<file path="src/rtl/l1_cache_pkg.sv">
// Shared types and sizes for the L1 cache tag path.
// Optional statistics counters are enabled with L1_TAG_STATS_EN.
package l1_cache_pkg;

    localparam int NUM_SETS        = 32;
    localparam int SET_INDEX_WIDTH = 5;
    localparam int TAG_WIDTH       = 21;
    localparam int NUM_WAYS        = 4;
    localparam int WAY_INDEX_WIDTH = 2;

    typedef logic [WAY_INDEX_WIDTH-1:0] way_idx_t;
    typedef logic [TAG_WIDTH-1:0]       cache_tag_t;
    typedef logic [SET_INDEX_WIDTH-1:0] set_idx_t;

    typedef struct packed {
        logic       valid;
        set_idx_t   set;
        cache_tag_t tag;
    } lookup_s2_t;

endpackage

</file>
<file path="src/rtl/l1_tag_lookup_way.sv">
// One way of the L1 tag store: tag SRAM, valid flops and both bypasses.
// Produces the stage-2 match bit for that way.
module cache_tag_way
    import l1_cache_pkg::*;
(
    input  logic                       clk,
    input  logic                       reset,
    input  logic                       rd_en,
    input  logic [SET_INDEX_WIDTH-1:0] rd_set,
    input  logic [SET_INDEX_WIDTH-1:0] s2_set,
    input  logic [TAG_WIDTH-1:0]       s2_tag,
    input  logic                       fill_en,
    input  logic [SET_INDEX_WIDTH-1:0] fill_set,
    input  logic [TAG_WIDTH-1:0]       fill_tag,
    input  logic                       inval_en,
    input  logic [SET_INDEX_WIDTH-1:0] inval_set,
    output logic                       match
);

    cache_tag_t            tag_mem [NUM_SETS];
    logic [NUM_SETS-1:0]   valid_q;
    cache_tag_t            rd_tag_q;
    logic                  rd_vld_q;

    logic fill_rd_hit;
    logic inval_rd_hit;
    logic fill_s2_hit;
    logic inval_s2_hit;

    assign fill_rd_hit  = fill_en  && (fill_set  == rd_set);
    assign inval_rd_hit = inval_en && (inval_set == rd_set);
    assign fill_s2_hit  = fill_en  && (fill_set  == s2_set);
    assign inval_s2_hit = inval_en && (inval_set == s2_set);

    // Tag SRAM: no reset, write-first read port.
    always_ff @(posedge clk) begin
        if (fill_en)
            tag_mem[fill_set] <= fill_tag;
        if (rd_en)
            rd_tag_q <= fill_rd_hit ? fill_tag : tag_mem[rd_set];
    end

    always_ff @(posedge clk or posedge reset) begin
        if (reset) begin
            valid_q  <= '0;
            rd_vld_q <= 1'b0;
        end else begin
            if (inval_en)
                valid_q[inval_set] <= 1'b0;
            if (fill_en)
                valid_q[fill_set] <= 1'b1;
            if (rd_en)
                rd_vld_q <= fill_rd_hit |
                            (~inval_rd_hit & valid_q[rd_set]);
        end
    end

    cache_tag_t tag_eff;
    logic       vld_eff;

    always_comb begin
        tag_eff = rd_tag_q;
        vld_eff = rd_vld_q;
        if (fill_s2_hit) begin
            tag_eff = fill_tag;
            vld_eff = 1'b1;
        end else if (inval_s2_hit) begin
            vld_eff = 1'b0;
        end
    end

    assign match = vld_eff && (tag_eff == s2_tag);

endmodule

</file>
<file path="src/rtl/l1_tag_lookup.sv">
// Two-stage 4-way L1 tag lookup feeding the pseudo-LRU block.
// Define L1_TAG_STATS_EN to add hit/miss counters.
module l1_tag_lookup
    import l1_cache_pkg::*;
(
    input  logic                       clk,
    input  logic                       reset,
    input  logic                       request_i,
    input  logic [SET_INDEX_WIDTH-1:0] request_set_i,
    input  logic [TAG_WIDTH-1:0]       request_tag_i,
    input  logic                       fill_en_i,
    input  logic [SET_INDEX_WIDTH-1:0] fill_set_i,
    input  logic [1:0]                 fill_way_i,
    input  logic [TAG_WIDTH-1:0]       fill_tag_i,
    input  logic                       inval_en_i,
    input  logic [SET_INDEX_WIDTH-1:0] inval_set_i,
    input  logic [1:0]                 inval_way_i,
    output logic                       lru_access_o,
    output logic [SET_INDEX_WIDTH-1:0] lru_set_o,
    input  logic [1:0]                 lru_way_i,
    output logic                       lru_update_o,
    output logic [1:0]                 lru_new_mru_o,
`ifdef L1_TAG_STATS_EN
    output logic [31:0]                hit_count_o,
    output logic [31:0]                miss_count_o,
`endif
    output logic                       lookup_valid_o,
    output logic                       hit_o,
    output logic [1:0]                 hit_way_o,
    output logic [1:0]                 victim_way_o
);

    lookup_s2_t          s2_q;
    logic [NUM_WAYS-1:0] match;
    way_idx_t            hit_way;
    way_idx_t            victim;
    logic                hit;

    assign lru_access_o = request_i;
    assign lru_set_o    = request_set_i;

    always_ff @(posedge clk or posedge reset) begin
        if (reset) begin
            s2_q <= '0;
        end else begin
            s2_q.valid <= request_i;
            if (request_i) begin
                s2_q.set <= request_set_i;
                s2_q.tag <= request_tag_i;
            end
        end
    end

    for (genvar w = 0; w < NUM_WAYS; w++) begin : g_way
        cache_tag_way u_way (
            .clk       (clk),
            .reset     (reset),
            .rd_en     (request_i),
            .rd_set    (request_set_i),
            .s2_set    (s2_q.set),
            .s2_tag    (s2_q.tag),
            .fill_en   (fill_en_i && (fill_way_i == way_idx_t'(w))),
            .fill_set  (fill_set_i),
            .fill_tag  (fill_tag_i),
            .inval_en  (inval_en_i && (inval_way_i == way_idx_t'(w))),
            .inval_set (inval_set_i),
            .match     (match[w])
        );
    end

    // Multiple matches are illegal; lowest way wins regardless.
    always_comb begin
        hit_way = '0;
        for (int w = NUM_WAYS - 1; w >= 0; w--)
            if (match[w])
                hit_way = way_idx_t'(w);
    end

    assign hit    = s2_q.valid && (|match);
    assign victim = hit ? hit_way : lru_way_i;

    assign lookup_valid_o = s2_q.valid;
    assign hit_o          = hit;
    assign hit_way_o      = hit ? hit_way : '0;
    assign victim_way_o   = s2_q.valid ? victim : '0;
    assign lru_update_o   = s2_q.valid;
    assign lru_new_mru_o  = s2_q.valid ? victim : '0;

    a_one_match: assert property (
        @(posedge clk) disable iff (reset)
        s2_q.valid |-> $onehot0(match)
    );

`ifdef L1_TAG_STATS_EN
    always_ff @(posedge clk or posedge reset) begin
        if (reset) begin
            hit_count_o  <= '0;
            miss_count_o <= '0;
        end else if (s2_q.valid) begin
            if (hit)
                hit_count_o  <= hit_count_o + 32'd1;
            else
                miss_count_o <= miss_count_o + 32'd1;
        end
    end
`endif

endmodule

</file>
<file path="config.mk">
export PLATFORM = sky130hd
export DESIGN_NAME = l1_tag_lookup
export DESIGN_NICKNAME = d
export VERILOG_FILES = /design/src/rtl/l1_cache_pkg.sv /design/src/rtl/l1_tag_lookup_way.sv /design/src/rtl/l1_tag_lookup.sv
export SDC_FILE = /design/constraint.sdc
export NUM_CORES = 2
export LEC_CHECK = 0
export ABC_CLOCK_PERIOD_IN_PS = 14800
export CAP_MARGIN = 5
export CORE_UTILIZATION = 35
export CTS_BUF_LIST = sky130_fd_sc_hd__clkbuf_8 sky130_fd_sc_hd__clkbuf_16
export DETAILED_ROUTE_END_ITERATION = 8
export MAX_ROUTING_LAYER = met4
export PLACE_DENSITY = 0.49
export RECOVER_POWER = 50
export SLEW_MARGIN = 20
export SYNTH_ARGS = -nofsm -noshare
export SYNTH_HDL_FRONTEND = slang
export SYNTH_HIERARCHICAL = 1
export SYNTH_SLANG_ARGS = --single-unit
</file>
<file path="constraint.sdc">
create_clock -name clk -period 14.8 [get_ports clk]
set_clock_uncertainty 0.1 [all_clocks]
set_input_delay 4.44 -clock clk [delete_from_list [all_inputs] [get_ports clk]]
set_output_delay 4.44 -clock clk [all_outputs]
set_load 0.02 [all_outputs]
</file>
# Word level (Yosys, flattened, before mapping)
# Memories as Yosys holds them, arrays and structs flattened. A register that Yosys moved wholly into a read port is not among the register bits.
# Cells that the tools add are included.
[classes]
magnitude_cmp = 5
eq_ne = 14
mux = 47
bitwise_logic = 21
reduce_logical = 34
[op_table]
columns = ["op", "count"]
rows = [
  ["two-way mux 32 bit", 8],
  ["bitwise AND 32 bit", 4],
  ["OR 32 bit", 4],
  ["equality test 21 bit", 4],
  ["two-way mux 21 bit", 4],
  ["NOT 32 bit", 1],
  ["logical AND 1 bit", 31],
  ["two-way mux 1 bit", 22],
  ["binary-select mux 1 bit (select 5 bit)", 4],
  ["equality test 5 bit", 4],
  ["< comparator 5 x 6 -> 1 bit, second input constant", 3],
  ["two-way mux 2 bit", 7],
  ["demux 1 bit (select 5 bit)", 2],
  [">= comparator 5 x 1 -> 1 bit, second input constant", 2],
  ["equality test 2 bit, second input constant", 4],
  ["bitwise AND 1 bit", 4],
  ["equality test 2 x 1 -> 1 bit, second input constant", 2],
  ["zero test 2 bit", 2],
  ["NOT 1 bit", 4],
  ["OR 1 bit", 4],
  ["OR reduction 4 bit", 1],
]
[totals]
register_bits = 159
ramBits = 2688
inputBits = 68
elab_cells = 136
n_memories = 4
[mem_list]
columns = ["name", "words", "word_bits", "read_ports", "rd_clocked_by_memory_dff", "write_ports", "line_no", "source"]
rows = [
  ["g_way[0].u_way.tag_mem", 32, 21, 1, 1, 1, "l1_tag_lookup_way.sv:20", "cache_tag_t tag_mem [NUM_SETS];"],
  ["g_way[1].u_way.tag_mem", 32, 21, 1, 1, 1, "l1_tag_lookup_way.sv:20", ""],
  ["g_way[2].u_way.tag_mem", 32, 21, 1, 1, 1, "l1_tag_lookup_way.sv:20", ""],
  ["g_way[3].u_way.tag_mem", 32, 21, 1, 1, 1, "l1_tag_lookup_way.sv:20", ""],
]

# Logic depth before layout (Yosys ltp)
[logic_depth]
ltp_word = 12
mapped_depth = 13
depth_no_buf = 10

# By module
# The synthesis kept the hierarchy.
[by_module_without_submodules]
columns = ["mod", "n_inst", "cells_per_inst", "area_per_inst_um2", "seq_area_each_um2"]
rows = [
  ["cache_tag_way", 4, 1340, 28850.2, 21635.8],
  ["l1_tag_lookup", 1, 87, 1290.0, 675.6],
]

# Worst setup path after synthesis
# Ideal clock, no wire load.
[synth_path]
path_kind = "input to output"
start = "in fill_set_i[4]"
end = "out victim_way_o[1]"
t_arrival_ns = 7.450
required_ns = 10.260
setup_slack_ns = 2.810
stages = 12
cell_sequence = "buf_6 > xnor2_2 > nand4_1 > buf_2 > or4_1 > o2111ai_1 > o2111ai_1 > or4_1 > nor4_2 > nor3_1 > nor3_1 > buf_4"
[synth_between]
elab_chain_len = 11
[synth_rtl]
columns = ["item", "line_no", "source"]
rows = [
  ["from (decl)", "l1_tag_lookup.sv:12", "input logic [SET_INDEX_WIDTH-1:0] fill_set_i,"],
  ["equality test 5 bit (*)", "l1_tag_lookup_way.sv:32", "assign fill_s2_hit = fill_en && (fill_set == s2_set);"],
  ["logical AND 1 bit (*)", "l1_tag_lookup_way.sv:32", ""],
  ["two-way mux 21 bit", "l1_tag_lookup_way.sv:64", "if (fill_s2_hit) begin"],
  ["equality test 21 bit", "l1_tag_lookup_way.sv:72", "assign match = vld_eff && (tag_eff == s2_tag);"],
  ["logical AND 1 bit (*)", "l1_tag_lookup_way.sv:72", ""],
  ["named net match[3]", "l1_tag_lookup.sv:34", "logic [NUM_WAYS-1:0] match;"],
  ["two-way mux 2 bit (4 in series)", "l1_tag_lookup.sv:75", "if (match[w])"],
  ["two-way mux 2 bit (*)", "l1_tag_lookup.sv:80", "assign victim = hit ? hit_way : lru_way_i;"],
  ["two-way mux 2 bit (*)", "--", ""],
  ["to (decl)", "l1_tag_lookup.sv:30", "output logic [1:0] victim_way_o"],
]
# The timed path passes the listed nets; every way through them passes the cells marked *.

# Final worst setup path
[layout_path]
start = "in fill_tag_i[17]"
end = "out victim_way_o[1]"
[layout_rtl]
columns = ["item", "line_no", "source"]
rows = [
  ["from (decl)", "l1_tag_lookup.sv:14", "input logic [TAG_WIDTH-1:0] fill_tag_i,"],
  ["two-way mux 21 bit (*)", "l1_tag_lookup_way.sv:64", ""],
  ["equality test 21 bit (*)", "l1_tag_lookup_way.sv:72", ""],
  ["logical AND 1 bit (*)", "l1_tag_lookup_way.sv:72", ""],
  ["named net match[2]", "l1_tag_lookup.sv:34", ""],
  ["two-way mux 2 bit (3 in series)", "l1_tag_lookup.sv:75", ""],
  ["two-way mux 2 bit (*)", "l1_tag_lookup.sv:80", ""],
  ["two-way mux 2 bit (*)", "l1_tag_lookup.sv:85", "assign victim_way_o = s2_q.valid ? victim : '0;"],
]
# Marked as above.

==> results.json <==
{
  "syn_inst": 5447,
  "synthArstFlopShare": 0.0542,
  "cts.repair.resized": 0,
  "worstPathRequired_ns": 10.26,
  "outcome": "complete, but fails checks",
  "post-route-period-util": 0.949,
  "final_area_um2": 133000,
  "routed_via_density": 5.55,
  "io_buffers": 82,
  "final_common_cell": "edfxtp_1",
  "yosysWarnings": 6,
  "critPathArrivalTime_ns": 9.50,
  "synth_top_cell_by_area": "edfxtp_1",
  "relSlewSlack": -1.59,
  "die_area_um2": 336000,
  "fmax_mhz": 71.2,
  "utilization": 0.403,
  "grt_max_degree": 104,
  "synth_flop_cell": "edfxtp_1",
  "drt_drc_violations_left": 0,
  "cellPowerDensity_nw_per_um2": 135,
  "final_cell_mix": "edfxtp_1, mux4_2, o21ai_0",
  "drv.max_cap_violation_count": 47,
  "drive_gt1_frac": 0.285,
  "synth_area_leaders": "edfxtp_1, mux4_2, dfrtp_1",
  "drt-initial-drc-count": 5957,
  "postPlaceCellArea_um2": 124000,
  "area_delta_synth_final_pct": 14.4,
  "crit_path_end_kind": "output pin",
  "num_rows": 211,
  "drv_slew": 2272,
  "firstDrtPassIters": 5,
  "postRouteAntennaNets": 0,
  "die_h_um": 579,
  "hold_viol_final": 0,
  "post-place-ws_ns": 1.12,
  "synth_top_area_frac": 0.713,
  "worstMarginPinSlew_ns": 3.88,
  "grt_setup_unrepaired": "no",
  "startpoint_type": "input port",
  "post_cts_buffers": 0,
  "clk_latency_ns": 0.92,
  "synthesis.area_um2": 117000,
  "tns_ns": 0,
  "rrSetupSlack_ns": 12.28,
  "avgSynthCellArea_um2": 21.4,
  "synthDistinctLibCells": 52,
  "start_util": 0.352,
  "floorplan.core_area_um2": 331000,
  "min_period_ns": 14.04,
  "finalSetupViolations": 0,
  "ys_seq_area_frac": 0.747,
  "power_leakage_nw": 42.2,
  "final_nets": 5836,
  "die_x_um": 579,
  "grt_pass1_wl_um": 476000,
  "synth_edf_count": 2772,
  "gp_congestion": 0.802,
  "routedWlPerCell_um": 32.8,
  "place_hpwl_um": 187000,
  "cts-buffers-inserted": 316,
  "crit_fanout": 45,
  "hp-class": "register to register",
  "synth_nets": 5515,
  "hold_buffers": 0,
  "cts_sinks": 2931,
  "grt_pass1_vias": 59500,
  "path_class": "input port to output pin",
  "track_usage": 0.209,
  "ios": 83,
  "cts_tree": "yes",
  "antenna_found_initial": 24,
  "ys_seq_elements": 2931,
  "cts.clk_slew.worst_paths_ns": 0.06,
  "violations": "capacitance limit, slew limit",
  "setup_slack_ns": 0.761,
  "cts_root_buffer": "clkbuf_16",
  "ir_drop_uv": 78.4,
  "vias": 57700,
  "overflow": 0,
  "h-tree-depth": 5,
  "routed_wl_um": 341000,
  "cts_buffer_depth": 4
}
## per-stage QoR
stage	power [mW]	hold WS, ns	std cells
final	18.0	0.402	10400
after CTS	18.2	0.403	10400
after global routing	18.6	0.431	10400
after detailed placement	10.5	0.390	9815
after floorplan	10.0	0.364	5447
after global placement	10.5	0.379	9815
## cells in the mapped netlist, drive strengths merged (2+ instances only)
library cell / number
nand2: 118
a211oi: 12
nand3: 28
nor4: 20
nor3: 7
clkbuf: 196
dfrtp: 159
edfxtp: 2772
nor2b: 8
buf: 128
nor2: 163
o211ai: 8
a221oi: 4
mux2: 26
xor2: 72
or4: 24
a31oi: 8
inv: 50
or3: 8
o22a: 4
o21ai: 376
and3: 14
mux2i: 132
nor3b: 2
a21oi: 14
and2: 4
o221ai: 8
o2bb2ai: 4
a2111oi: 4
and3b: 2
o22ai: 24
xnor2: 48
and4: 4
nand2b: 6
nand4: 28
mux4: 872
or3b: 24
a21boi: 4
nand3b: 44
o2111ai: 16
## critical path, cell delays in order
cell and delay [ns]:
clkbuf_1 1.80, buf_4 0.68, o22ai_1 0.12, nor4_1 0.28, o22ai_1 0.12, or4_1 0.56, nor4_2 0.15, buf_4 0.26
nor3_1 0.08, nor3_1 0.18, clkdlybuf4s50_1 0.65
## cell type report
cell class,instances,area [um2]
Multi-Input combinational cell,2142,28100
Timing Repair Buffer,327,2500
Antenna cell,9,22.5
Sequential cell,2931,87200
Tap cell,4366,5460
Clock buffer,331,8200
Fill cell,29300,198000
Clock inverter,237,1770
Inverter,50,188
## state kept, by name, indices dropped and copies added (netlist names)
name / cells
s2_q: 26
g_way.u_way/rd_vld_q: 4
lookup_valid_o: 1
g_way.u_way/rd_tag_q: 84
g_way.u_way/valid_q: 128
g_way.u_way/tag_mem: 2688
## report_power, final
part	switching, mW	internal [mW]	total, mW
Sequential	0.100	9.20	9.30
Clock	3.25	4.42	7.68
Combinational	0.631	0.404	1.03
Total	3.98	14.0	18.0
## layer usage
layer | global-route usage | vias up | share of wire
li1 | - | 23500 | -
met1 | 0.284 | 31800 | 0.43
met2 | 0.333 | 1940 | 0.48
met3 | 0.0270 | 479 | 0.056
met4 | 0.0558 | 0 | 0.029
met5 | - | - | 0
## cell families after synthesis
family / count (synthesis) / share of synthesized area
AO/OA/AOI/OAI: 488 / 0.0231
flip-flops: 2931 / 0.747
AND/OR/NAND/NOR: 504 / 0.0224
XOR/XNOR: 120 / 0.00978
buffers and inverters: 374 / 0.0144
multiplexers: 1030 / 0.183
## final timing paths
path / from / endpoint / cells after the start
worst max-delay path: fill_tag_i[17] / victim_way_o[1] / 11
worst min-delay path: g_way[2].u_way/valid_q[26] / g_way[2].u_way/valid_q[26] / 2
worst max register to register: g_way[1].u_way/tag_mem[11][4] / g_way[1].u_way/rd_tag_q[4] / 4
worst min register to register: g_way[2].u_way/valid_q[26] / g_way[2].u_way/valid_q[26] / 2
max in group asynchronous: reset / s2_q[7] / 3
min in group asynchronous: reset / g_way[3].u_way/valid_q[31] / 2
(Power assumes the default switching activity.)
